[src/rtl/game_pkg.sv]
// Shared types for the snake game controller: FSM state encoding and display mode codes.
package game_pkg;

    typedef enum logic [2:0] {
        IDLE  = 3'd0,
        PLAY  = 3'd1,
        PAUSE = 3'd2,
        OVER  = 3'd3,
        WIN   = 3'd4
    } state_t;

    localparam logic [1:0] MODE_IDLE = 2'b00;
    localparam logic [1:0] MODE_PLAY = 2'b01;
    localparam logic [1:0] MODE_OVER = 2'b10;
    localparam logic [1:0] MODE_WIN  = 2'b11;

endpackage

[src/rtl/game_mode_fsm_move_tick_gen.sv]
// Programmable period strobe: counts while enabled, freezes on hold, restarts on clear.
module move_tick_gen #(
    parameter int TICK_W = 25
) (
    input  logic              clk,
    input  logic              rst_n,
    input  logic [TICK_W-1:0] period,
    input  logic              enable,
    input  logic              hold,
    input  logic              clear,
    output logic              move_tick
);

    localparam logic [TICK_W-1:0] ONE = TICK_W'(1);

    logic [TICK_W-1:0] count;

    // A clear cycle that is also enabled counts as position 0 of the first period.
    always_ff @(posedge clk or negedge rst_n) begin
        if (!rst_n) begin
            count     <= '0;
            move_tick <= 1'b0;
        end else if (clear) begin
            count     <= enable ? ONE : '0;
            move_tick <= 1'b0;
        end else if (enable) begin
            if (count >= period - ONE) begin
                count     <= '0;
                move_tick <= 1'b1;
            end else begin
                count     <= count + ONE;
                move_tick <= 1'b0;
            end
        end else begin
            move_tick <= 1'b0;
            if (!hold) begin
                count <= '0;
            end
        end
    end

endmodule

[src/rtl/game_mode_fsm.sv]
// Snake game state controller: start/pause/over/win sequencing, difficulty level and move tick.
module game_mode_fsm
    import game_pkg::*;
#(
    parameter int SCORE_W     = 4,
    parameter int WIN_SCORE   = 12,
    parameter int LEVEL_STEP  = 4,
    parameter int NUM_LEVELS  = 4,
    localparam int LEVEL_W    = (NUM_LEVELS > 1) ? $clog2(NUM_LEVELS) : 1,
    parameter int BASE_PERIOD = 25_000_000,
    parameter int PERIOD_DEC  = 5_000_000,
    parameter int MIN_PERIOD  = 5_000_000,
    parameter int TICK_W      = 25
) (
    input  logic               clk,
    input  logic               rst_n,
    input  logic               btn_start,
    input  logic               btn_pause,
    input  logic               collide,
    input  logic [SCORE_W-1:0] score,
    output logic [1:0]         mode,
    output logic               paused,
    output logic [LEVEL_W-1:0] level,
    output logic               clear_pulse,
    output logic               move_tick,
    output state_t             state_dbg
);

    localparam int MAX_LEVEL = NUM_LEVELS - 1;

    state_t             state;
    logic               armed;
    logic               start_prev, pause_prev;
    logic               start_evt, pause_evt;
    logic [31:0]        score_div;
    logic [LEVEL_W-1:0] level_calc;
    logic [31:0]        dec_total;
    logic [TICK_W-1:0]  period;
    logic               hit, win_hit, in_play, play_exit;

    // Armed stays low for the first clock after reset so a held button gives no event.
    always_ff @(posedge clk or negedge rst_n) begin
        if (!rst_n) begin
            armed      <= 1'b0;
            start_prev <= 1'b0;
            pause_prev <= 1'b0;
            start_evt  <= 1'b0;
            pause_evt  <= 1'b0;
        end else begin
            armed      <= 1'b1;
            start_prev <= btn_start;
            pause_prev <= btn_pause;
            start_evt  <= armed & btn_start & ~start_prev;
            pause_evt  <= armed & btn_pause & ~pause_prev;
        end
    end

    assign score_div  = 32'(score) / 32'(LEVEL_STEP);
    assign level_calc = (score_div > 32'(MAX_LEVEL)) ? LEVEL_W'(MAX_LEVEL) : LEVEL_W'(score_div);

    // Floor is tested before subtracting so the period never wraps.
    assign dec_total = 32'(level) * 32'(PERIOD_DEC);
    assign period    = (dec_total + 32'(MIN_PERIOD) >= 32'(BASE_PERIOD))
                     ? TICK_W'(MIN_PERIOD) : TICK_W'(32'(BASE_PERIOD) - dec_total);

    // Score is stale during the clear cycle, so collide and win are ignored then.
    assign hit       = collide & ~clear_pulse;
    assign win_hit   = (32'(score) >= 32'(WIN_SCORE)) & ~clear_pulse;
    assign in_play   = (state == PLAY);
    assign play_exit = in_play & (hit | win_hit | pause_evt);

    always_ff @(posedge clk or negedge rst_n) begin
        if (!rst_n) begin
            state       <= IDLE;
            mode        <= MODE_IDLE;
            paused      <= 1'b0;
            level       <= '0;
            clear_pulse <= 1'b0;
        end else begin
            clear_pulse <= 1'b0;
            case (state)
                IDLE, OVER, WIN: begin
                    if (start_evt) begin
                        state       <= PLAY;
                        mode        <= MODE_PLAY;
                        clear_pulse <= 1'b1;
                        level       <= '0;
                    end
                end
                PLAY: begin
                    if (!clear_pulse) begin
                        level <= level_calc;
                    end
                    if (hit) begin
                        state <= OVER;
                        mode  <= MODE_OVER;
                    end else if (win_hit) begin
                        state <= WIN;
                        mode  <= MODE_WIN;
                    end else if (pause_evt) begin
                        state  <= PAUSE;
                        paused <= 1'b1;
                    end
                end
                PAUSE: begin
                    if (pause_evt) begin
                        state  <= PLAY;
                        paused <= 1'b0;
                    end
                end
                default: begin
                    state  <= IDLE;
                    mode   <= MODE_IDLE;
                    paused <= 1'b0;
                end
            endcase
        end
    end

    assign state_dbg = state;

    // The counter is frozen on the edge that leaves PLAY so no tick lands outside PLAY.
    move_tick_gen #(
        .TICK_W(TICK_W)
    ) u_move_tick (
        .clk      (clk),
        .rst_n    (rst_n),
        .period   (period),
        .enable   (in_play & ~play_exit),
        .hold     ((state == PAUSE) | play_exit),
        .clear    (clear_pulse | (state == IDLE) | (state == OVER) | (state == WIN)),
        .move_tick(move_tick)
    );

endmodule

[config.mk]
export PLATFORM = sky130hd
export DESIGN_NAME = game_mode_fsm
export DESIGN_NICKNAME = d
export VERILOG_FILES = /design/src/rtl/game_pkg.sv /design/src/rtl/game_mode_fsm_move_tick_gen.sv /design/src/rtl/game_mode_fsm.sv
export SDC_FILE = /design/constraint.sdc
export NUM_CORES = 1
export LEC_CHECK = 0
export BUFFER_PORTS_ARGS = -buffer_cell sky130_fd_sc_hd__buf_2
export CAP_MARGIN = 20
export CORE_MARGIN = 5
export CORE_UTILIZATION = 61
export DETAILED_ROUTE_END_ITERATION = 8
export MAX_ROUTING_LAYER = met4
export PLACE_DENSITY = 0.81
export SLEW_MARGIN = 25
export SYNTH_ARGS = -nofsm -noshare
export SYNTH_HDL_FRONTEND = slang
export SYNTH_SLANG_ARGS = --single-unit
[constraint.sdc]
create_clock -name clk -period 4.6 [get_ports clk]
set_input_delay 0.92 -clock clk [delete_from_list [all_inputs] [get_ports clk]]
set_output_delay 0.92 -clock clk [all_outputs]
set_load 0.03 [all_outputs]
==> results of run 1 <==
-- cell usage in the layout, fill, tap and decap left out, types with 12 or more instances in the layout --
cell	n
nand3_1	37
a21oi_1	12
dfrtp_1	40
buf_2	16
nand2_1	71
o21ai_0	22
nor2_1	20
nor3_1	15
ha_1	30
inv_1	12
-- sequential cells by signal (all words and copies together), names as in the netlist --
name,cells
start_prev,1
paused,1
pause_evt,1
u_move_tick.count,25
level,2
armed,1
state_dbg,3
clear_pulse,1
pause_prev,1
u_move_tick.move_tick,1
start_evt,1
mode,2
-- kinds of logic after synthesis --
kind of cell | Yosys count | share of synthesized area
AOI/OAI and AO/OA | 69 | 0.160
muxes | 1 | 0.00340
xor gates and xnor gates | 4 | 0.0119
DFF | 40 | 0.340
and+or+nand+nor | 191 | 0.324
adders and majority gates | 30 | 0.127
buffers and inverters | 24 | 0.0327
other | 1 | 0.00127
-- power breakdown --
part / leakage (nW) / switching, mW / internal [mW]
logic: 0.940 / 0.499 / 0.286
clock network: 0.0445 / 0.122 / 0.122
registers: 0.533 / 0.0768 / 0.392
-- worst max-delay path: stages (launching register included) --
cell      delay (ns)
dfrtp_1         0.51
ha_1            0.41
ha_1            0.29
a41oi_1         0.27
nand2b_1        0.29
o21ai_0         0.22
inv_1           0.09
a41oi_1         0.05
ha_1            0.35
nand4_1         0.14
nor4_1          0.42
o311a_1         0.35
nor4_4          0.11
buf_4           0.22
and3_1          0.16
a221o_1         0.25
-- worst paths after layout --
kind	slack (ns)	from	cells past startpoint	endpoint
setup / recovery	0.36	level[1]	15	u_move_tick.count[5]
hold / removal	0.40	start_prev	1	start_evt
setup reg to reg	0.36	level[1]	15	u_move_tick.count[5]
hold reg to reg	0.40	start_prev	1	start_evt
max in group asynchronous	3.30	rst_n	1	level[1]
min in group asynchronous	0.73	rst_n	1	u_move_tick.count[17]
-- layer usage --
layer / up-vias / share of wire / track usage
met5: - / 0 / -
met1: 1289 / 0.43 / 0.278
li1: 1341 / - / -
met3: 27 / 0.044 / 0.0395
met4: 0 / 0.031 / 0.103
met2: 81 / 0.49 / 0.375
-- area by class of cell --
type                       instances  area [µm²]  area share
timing repair buffer              20         110      0.0347
sequential                        40        1000       0.315
inverter                          12        45.0      0.0142
multi-input combinational        296        1860       0.585
clock buffer                       7        86.3      0.0272
clock inverter                     1        7.51     0.00237
tap                               54        67.6      0.0213
-- cells in the mapped netlist (2+ instances only) --
master,number
nand2_1,71
dfrtp_1,40
nand3_1,37
ha_1,30
o21ai_0,22
nor2_1,20
nor3_1,15
a21oi_1,12
inv_1,12
nand4_1,9
a22o_1,8
and3_1,7
clkbuf_1,7
buf_2,5
nor2b_1,5
nor3b_1,4
o21a_1,4
or3_1,4
nor4_1,3
xnor2_1,3
a211oi_1,2
a21o_1,2
a32oi_1,2
a41o_1,2
a41oi_1,2
nand2b_1,2
nand3b_1,2
o2111ai_1,2
==> run summary, run 1 <==
gp weighted congestion: 0.907
Post CTS Setup Buffer Count: 0
CTS tree: built
number of placed instances with taps included: 422
fraction of final layout cells with drive strength greater than 1: 0.0904
unique cell type count in the Yosys netlist: 54
Die Span Y: 79.5 µm
post-route cell area: 0.00317 mm²
final design utilization: 0.676
Post-CTS Resized: 0
Worst-path clk slew: 0.08 ns
Hold-fix buffers, CTS: 0
portion of synthesized cell area occupied by the leading cell type: 0.340
post-placement worst setup slack: 0.410 ns
global-route wire length before repair: 11.4 mm
Row Count: 25
Starting Density: 0.628
biggest fanout along the worst timing path: 11
Skew-Pair Late Insertion Delay: 0.30 ns
ratio of final minimum period to clock period: 0.922
actual slew at the worst max-slew pin: 0.880 ns
TritonCTS sink count: 40
number of non-filler instances in the completed layout: 430
Yosys warning total: 0
aggregate global-route resource usage: 0.229
Syn Inst Count: 360
detailed placer's ending HPWL: 4.94 mm
Post-Route Skew: 0.0125 ns
time the final worst path needs with I/O delays and setup: 4.24 ns
Post-DP Area: 0.00308 mm²
total CTS buffers: 5
Avg WL per Cell: 15.2 µm
achievable frequency: 236 MHz
horizontal die dimension: 79.5 µm
run status: finished clean
maximum number of pins on one net before global-route repair: 41
sequential area share after synthesis: 0.340
Slew Limit Headroom: 0.413
Net count, final: 414
dominant synthesized flop cell: dfrtp_1
power density cells: 472 mW/mm²
via count of the routed design: 2,738
Setup WS post-layout: 0.357 ns
static leakage power: 1.52 nW
number of global-route vias before repair: 2,581
maximum root-to-sink buffer count: 2
grt total ovfl: 0
power consumption: 1.50 mW
# H-tree levels: 2
Final Routed Wirelength: 6.55 mm
IO buf count: 16
initial antenna violation count: 0
area overhead of the layout relative to synthesis: 7.64%
capturing element type of the critical path: register
Sum Neg Setup Slack: 0 ns
post-route ant nets: 0
dominant cells by area after synthesis: dfrtp_1 (34%), ha_1 (13%), nand2_1 (9.0%)
net count after synthesis: 399
start-to-end type of the worst setup path: register to register
number of filler instances in the final layout: 405
Synth async-reset ratio: 1.00
critical path data arrival time: 4.43 ns
number of synthesized flops with an enable pin: 0
DIE AREA: 0.00632 mm²
peak supply drop: 0.465 mV
total standard cell area after synthesis: 0.00295 mm²
detailed-routing iteration count for the pre-antenna-repair pass: 4
number of antenna cells inserted: 0
post-detailed-route via-to-cell ratio: 6.37
Setup violations, final: 0
Core Footprint: 0.00469 mm²
worst hold path type: register to register
Avg Cell Area, Syn: 8.19 µm²
kind of start point of the critical path: register
data required time of the worst path: 4.79 ns
initial DRC count: 118
count of pins on the block boundary: 19
DRC Markers: 0
CTS root buffer: clkbuf_8
max-cap check violation count: 0
setup repair after global routing missed its margin: false
biggest area consumer among synthesized cells: dfrtp_1
Hold Fails Final Rpt: 0
WHS: 0.400 ns
flops & latches, synth: 40
number of pins with negative max-slew slack in the final report: 0
Power figures use the tool's default switching activity.
==> inputs of run 2 (changes only) <==
--- a/config.mk
+++ b/config.mk
@@ -7,12 +7,14 @@
 export LEC_CHECK = 0
 export BUFFER_PORTS_ARGS = -buffer_cell sky130_fd_sc_hd__buf_2
 export CAP_MARGIN = 20
-export CORE_MARGIN = 5
-export CORE_UTILIZATION = 61
+export CORE_MARGIN = 4
+export CORE_UTILIZATION = 62
 export DETAILED_ROUTE_END_ITERATION = 8
 export MAX_ROUTING_LAYER = met4
-export PLACE_DENSITY = 0.81
+export PLACE_DENSITY = 0.82
+export SKIP_CTS_REPAIR_TIMING = 1
 export SLEW_MARGIN = 25
 export SYNTH_ARGS = -nofsm -noshare
 export SYNTH_HDL_FRONTEND = slang
+export SYNTH_HIERARCHICAL = 1
 export SYNTH_SLANG_ARGS = --single-unit
==> run 2 against run 1 <==
  * Sequential cell count is the same
  * Global-route usage grew 5.0 points
  * Cell area grew 39%
  * Final cell count grew 29%
  * Largest power group unchanged
  * The run now ends with negative setup slack left
  * Maximum frequency shrank 11%
  * Die area grew 7.2%
  * Total power grew 34%
  * Clock skew shrank 0.0058 ns
  * Critical path depth grew 6
==> run summary, run 2 <==
post-detailed-route via-to-cell ratio: 6.25
commonest cells in the synthesized netlist: nand2_1 (46), dfrtp_1 (40), ha_1 (36)
CP Depth: 21
Core Footprint: 0.00524 mm²
Post-DP Area: 0.00392 mm²
run status: finished with violations
maximum number of pins on one net before global-route repair: 41
sequential area share after synthesis: 0.292
grt total ovfl: 0
worst-case reg-to-reg path depth: 21
Largest stage delay, worst path: 0.53 ns
most frequent cells in the layout: nand2_1 (44), buf_4 (40), dfrtp_1 (38), ha_1 (32)
horizontal die dimension: 82.3 µm
area overhead of the layout relative to synthesis: 28.9%
data required time of the worst path: 4.80 ns
DRC Markers: 0
Yosys warning total: 6
Simple-Gate Fraction of Synth Area: 0.290
actual slew at the worst max-slew pin: 0.986 ns
dominant synthesized flop cell: dfrtp_1
most frequent cell on the critical path: buf_6
post-synthesis share of cell area spent on xor and xnor gates: 0.0639
part of the total power dissipated in the clock network: 0.145
start-to-end type of the worst setup path: register to register
biggest fanout along the worst timing path: 7
fraction of final layout cells with drive strength greater than 1: 0.246
largest family of logic cells by synthesized area: simple AND/OR/NAND/NOR gates
share of the synthesized area in compound gates (AO/OA/AOI/OAI): 0.176
Reg with most FFs: u_move_tick/count
total standard cell area after synthesis: 0.00343 mm²
Setup violations, final: 16
# H-tree levels: 2
cell with the largest stage delay on the worst path: or4_4
TritonCTS sink count: 40
combinational fraction of design power: 0.625
CTS tree: built
worst hold path type: register to register
Slew Limit Headroom: 0.342
WHS: 0.404 ns
Die Span Y: 82.3 µm
Net count, final: 527
kind of start point of the critical path: register
post-route cell area: 0.00442 mm²
flops & latches, synth: 40
Final Routed Wirelength: 9.87 mm
count of pins on the block boundary: 19
max-cap check violation count: 0
initial antenna violation count: 0
peak supply drop: 0.301 mV
capturing element type of the critical path: register
multiplexer share of the synthesized area: 0.0117
initial DRC count: 234
aggregate global-route resource usage: 0.280
reported net switching power: 0.901 mW
gp weighted congestion: 0.842
Row Count: 26
Switching Fraction: 0.451
Sum Neg Setup Slack: -1.04 ns
Setup WS post-layout: -0.149 ns
via count of the routed design: 3,456
CTS root buffer: clkbuf_8
number of synthesized flops with an enable pin: 0
critical path data arrival time: 4.95 ns
Syn Inst Count: 395
time the final worst path needs with I/O delays and setup: 4.75 ns
Skew-Pair Late Insertion Delay: 0.30 ns
number of pins with negative max-slew slack in the final report: 0
adder and majority cell fraction of the synthesized area: 0.131
number of global-route vias before repair: 3,118
Post-Route Skew: 0.00675 ns
most common library cell in the layout ignoring fill and taps: nand2_1
maximum root-to-sink buffer count: 2
achievable frequency: 211 MHz
power consumption: 2.00 mW
dominant cells by area after synthesis: dfrtp_1 (29%), ha_1 (13%), xnor2_1 (5.1%)
critical-path cell list: inv_4, ha_2, and4b_1, o21a_1, nor2_2, or4_4, or3_4, or3_4, buf_6, nor4_4, xnor2_1, ha_1, nand2_2, o21a_1, o221ai_4, a211oi_4, buf_4, buf_6, buf_6, nand4_1, o311ai_2
global-route wire length before repair: 14.4 mm
most numerous cell in the Yosys netlist: nand2_1
post-route ant nets: 0
DIE AREA: 0.00678 mm²
detailed-routing iteration count for the pre-antenna-repair pass: 5
critical path buffer and inverter count: 5
detailed placer's ending HPWL: 6.19 mm
static leakage power: 1.99 nW
final design utilization: 0.843
number of cells traversed by the worst hold path: 1
Avg WL per Cell: 17.8 µm
setup repair after global routing missed its margin: true
Pint: 1.10 mW
ratio of final minimum period to clock period: 1.03
violations in the final reports: negative setup slack
biggest area consumer among synthesized cells: dfrtp_1
number of antenna cells inserted: 0
Synth async-reset ratio: 1.00
power density cells: 453 mW/mm²
Avg Cell Area, Syn: 8.68 µm²
unique cell type count in the Yosys netlist: 63
IO buf count: 16
number of flip-flops in the largest register: 25
Starting Density: 0.654
portion of synthesized cell area occupied by the leading cell type: 0.292
Worst-path clk slew: 0.08 ns
total CTS buffers: 5
cell family with the largest share of critical-path delay: simple AND/OR/NAND/NOR gates
Flop pwr share: 0.230
Hold Fails Final Rpt: 0
run 2: cell types whose count changed after synthesis, moves of 8 or more:
| cell | previous run | this run |
|---|---|---|
| nand2_1 | 71 | 46 |
| xnor2_1 | 3 | 20 |
| o21ai_0 | 22 | 1 |
| o311ai_1 | 0 | 8 |
| nand3_1 | 37 | 21 |
| nor2_1 | 20 | 30 |
run 2: kinds of logic after synthesis:
logic type      count (synthesis)
compound gates                 79
xor+xnor                       25
fa+ha+maj                      36
buf+inv                        29
flops                          40
mux                             4
other cells                     2
simple gates                  180
run 2: through the flow:
stage | setup WS, ns | std cells
floorplan | -0.00951 | 422
global placement | -0.548 | 530
detailed placement | -0.684 | 530
CTS | -0.724 | 538
global route | -0.386 | 553
finish | -0.149 | 553
run 2: worst paths after layout:
path                             from                    end  slack, ns
max in group asynchronous       rst_n               level[0]       3.24
min in group asynchronous       rst_n           state_dbg[2]       0.75
hold / removal             pause_prev              pause_evt       0.40
setup / recovery             level[0]  u_move_tick/count[19]      -0.15
hold reg to reg            pause_prev              pause_evt       0.40
setup reg to reg             level[0]  u_move_tick/count[19]      -0.15
run 2: metal layers:
layer | GRT usage | share of wire | vias up
met1 | 0.338 | 0.41 | 1660
met5 | - | 0 | -
met4 | 0.0731 | 0.018 | 0
met2 | 0.484 | 0.50 | 154
li1 | - | - | 1620
met3 | 0.0456 | 0.069 | 22
run 2: cell type report:
| cell class | instances | area (µm²) |
|---|---|---|
| timing repair buffer | 63 | 472 |
| clock inverter | 2 | 35.0 |
| inverter | 18 | 72.6 |
| sequential | 40 | 1000 |
| multi-input combinational | 354 | 2670 |
| fill | 313 | 821 |
| clock buffer | 6 | 72.6 |
| tap | 70 | 87.6 |
run 2: power groups by stage:
stage	Combinational, mW	Clock [mW]	Sequential, mW
CTS	1.11	0.296	0.456
global placement	1.06	0	0.460
floorplan	0.674	0	0.498
finish	1.25	0.290	0.461
detailed placement	1.09	0	0.463
global route	1.34	0.311	0.469
run 2: worst reg2reg max path: cells and delay by family (launching register included):
family / cells / cell delay, ns
and+or+nand+nor: 8 / 1.95
AOI/OAI and AO/OA: 5 / 0.97
xor gates and xnor gates: 1 / 0.19
buffers and inverters: 5 / 0.63
adders and majority gates: 2 / 0.47
DFF: 1 / 0.43
==> inputs of run 3 (changes only) <==
--- a/config.mk
+++ b/config.mk
@@ -5,13 +5,15 @@
 export SDC_FILE = /design/constraint.sdc
 export NUM_CORES = 1
 export LEC_CHECK = 0
+export ABC_AREA = 1
 export BUFFER_PORTS_ARGS = -buffer_cell sky130_fd_sc_hd__buf_2
 export CAP_MARGIN = 20
 export CORE_MARGIN = 4
-export CORE_UTILIZATION = 62
+export CORE_UTILIZATION = 60
+export CTS_CLUSTER_SIZE = 8
 export DETAILED_ROUTE_END_ITERATION = 8
 export MAX_ROUTING_LAYER = met4
-export PLACE_DENSITY = 0.82
+export PLACE_DENSITY = 0.79
 export SKIP_CTS_REPAIR_TIMING = 1
 export SLEW_MARGIN = 25
 export SYNTH_ARGS = -nofsm -noshare
==> run 3 against run 2 <==
  * The run now ends clean
  * Register-to-register slack better by 0.66 ns
  * Sequential share of layout area up 1.2 points
  * First-iteration DRC count down 14%
  * Hold slack worse by 0.012 ns
  * Critical path type unchanged
  * Critical endpoint is now u_move_tick/count[9]
  * Largest cell class unchanged
==> run summary, run 3 <==
static leakage power: 2.24 nW
grt total ovfl: 0
Final Routed Wirelength: 8.44 mm
total standard cell area after synthesis: 0.00382 mm²
Yosys warning total: 6
Row Count: 28
post-placement worst setup slack: 0.371 ns
Skew-Pair Late Insertion Delay: 0.29 ns
gp weighted congestion: 0.888
DRC Markers: 0
maximum number of pins on one net before global-route repair: 41
IO buf count: 16
data required time of the worst path: 4.84 ns
number of pins with negative max-slew slack in the final report: 0
most numerous cell in the Yosys netlist: nand2_1
Core Footprint: 0.00606 mm²
number of global-route vias before repair: 3,450
Die Span Y: 87.8 µm
dominant synthesized flop cell: dfrtp_1
met2 layer usage reported by global route: 0.437
Setup violations, final: 0
max-cap check violation count: 0
Post-Route Skew: 0.00642 ns
via count of the routed design: 3,519
Synth async-reset ratio: 1.00
number of flip-flops in the largest register: 25
unique cell type count in the Yosys netlist: 39
area overhead of the layout relative to synthesis: 9.59%
capturing element type of the critical path: register
highest-utilization routing layer at the global route stage: met2
total CTS buffers: 5
achievable frequency: 245 MHz
biggest area consumer among synthesized cells: dfrtp_1
initial DRC count: 201
Slew Limit Headroom: 0.400
number of cells traversed by the worst hold path: 1
detailed-routing iteration count for the pre-antenna-repair pass: 4
Setup WS post-layout: 0.514 ns
TritonCTS sink count: 40
Net count, final: 655
Syn Inst Count: 572
Starting Density: 0.631
worst hold path type: register to register
Hold Fails Final Rpt: 0
maximum root-to-sink buffer count: 2
Avg Cell Area, Syn: 6.68 µm²
portion of synthesized cell area occupied by the leading cell type: 0.262
CTS tree: built
commonest cells in the synthesized netlist: nand2_1 (183), nor2_1 (76), inv_1 (63)
most common library cell in the layout ignoring fill and taps: nand2_1
count of pins on the block boundary: 19
CTS root buffer: clkbuf_8
DIE AREA: 0.00771 mm²
Reg with most FFs: u_move_tick/count
kind of start point of the critical path: register
number of synthesized flops with an enable pin: 0
most frequent cells in the layout: nand2_1 (183), nor2_1 (76), inv_1 (61), dfrtp_1 (39), ha_1 (36)
start-to-end type of the worst setup path: register to register
Sum Neg Setup Slack: 0 ns
global-route track usage on met1: 0.296
setup repair after global routing missed its margin: false
ratio of final minimum period to clock period: 0.888
peak supply drop: 0.370 mV
worst-case reg-to-reg path depth: 25
initial antenna violation count: 0
sequential area share after synthesis: 0.262
GR Layer Usage met3: 0.0376
post-detailed-route via-to-cell ratio: 5.13
biggest fanout along the worst timing path: 18
time the final worst path needs with I/O delays and setup: 4.09 ns
critical path data arrival time: 4.32 ns
run status: finished clean
power density cells: 365 mW/mm²
dominant cells by area after synthesis: dfrtp_1 (26%), nand2_1 (18%), ha_1 (12%)
Worst-path clk slew: 0.08 ns
flops & latches, synth: 40
fraction of final layout cells with drive strength greater than 1: 0.131
# H-tree levels: 2
horizontal die dimension: 87.8 µm
detailed placer's ending HPWL: 6.50 mm
global-route wire length before repair: 15.1 mm
Avg WL per Cell: 12.3 µm
number of filler instances in the final layout: 553
actual slew at the worst max-slew pin: 0.900 ns
aggregate global-route resource usage: 0.249
post-route ant nets: 0
number of antenna cells inserted: 0
-- run 3: metrics by stage --
step           power [mW]  utilization  hold slack [ns]  cells  cell area (µm²)
6_report             1.53        0.691            0.392    686             4190
5_1_grt              1.67        0.691            0.413    686             4190
4_1_cts              1.52        0.689            0.397    685             4170
3_5_place_dp         1.19        0.668            0.386    677             4050
3_3_place_gp         1.17        0.668            0.381    677             4050
2_1_floorplan        1.02            -            0.377    590             3890
-- run 3: critical path, stage by stage, from the launching register on --
cell	delay (ns)
dfrtp_2	0.48
inv_1	0.20
ha_1	0.29
inv_2	0.16
nand2_1	0.08
nand2_1	0.15
nand2_1	0.22
nor2_1	0.16
nand2_1	0.11
nor2_4	0.13
nand2_2	0.09
nor2_4	0.12
nand4_2	0.11
xor2_1	0.19
ha_1	0.30
nand2_1	0.15
inv_2	0.05
nand2_1	0.06
nand2_1	0.05
nand2_1	0.05
nand2_1	0.09
a21oi_2	0.20
nand3_4	0.24
clkinv_2	0.18
nand3_1	0.09
nand2_1	0.08
-- run 3: cells by family after synthesis --
logic type	Yosys count	synth area share
compound gates	39	0.0586
xor+xnor	32	0.0733
fa+ha+maj	36	0.118
buf+inv	79	0.0805
flops	40	0.262
other cells	2	0.00196
simple gates	344	0.406
-- run 3: report_power, final --
group	switching [mW]	total [mW]	internal (mW)	leakage, nW
Sequential	0.0445	0.433	0.389	0.539
Combinational	0.527	0.775	0.248	1.63
Clock	0.131	0.323	0.192	0.0645
Total	0.703	1.53	0.828	2.24
-- run 3: metal layers --
layer | part of all wire | routed length (µm)
met5 | 0 | 0
met4 | 0.013 | 108
met3 | 0.046 | 387
met2 | 0.50 | 4220
met1 | 0.44 | 3730
-- run 3: layout make-up --
type,count,area [µm²],share of cell area
Tap cell,75,93.8,0.0224
Timing Repair Buffer,17,91.3,0.0218
Sequential cell,40,1000,0.239
Multi-Input combinational cell,471,2590,0.619
Clock inverter,1,30.0,0.00717
Inverter,75,284,0.0678
Clock buffer,7,96.3,0.0230
-- run 3: final timing paths --
path / startpoint / to / slack (ns)
max: level[0] / u_move_tick/count[9] / 0.51
min: pause_prev / pause_evt / 0.39
max reg2reg: level[0] / u_move_tick/count[9] / 0.51
min reg2reg: pause_prev / pause_evt / 0.39
max in group asynchronous: rst_n / level[0] / 3.23
min in group asynchronous: rst_n / u_move_tick/count[4] / 0.75
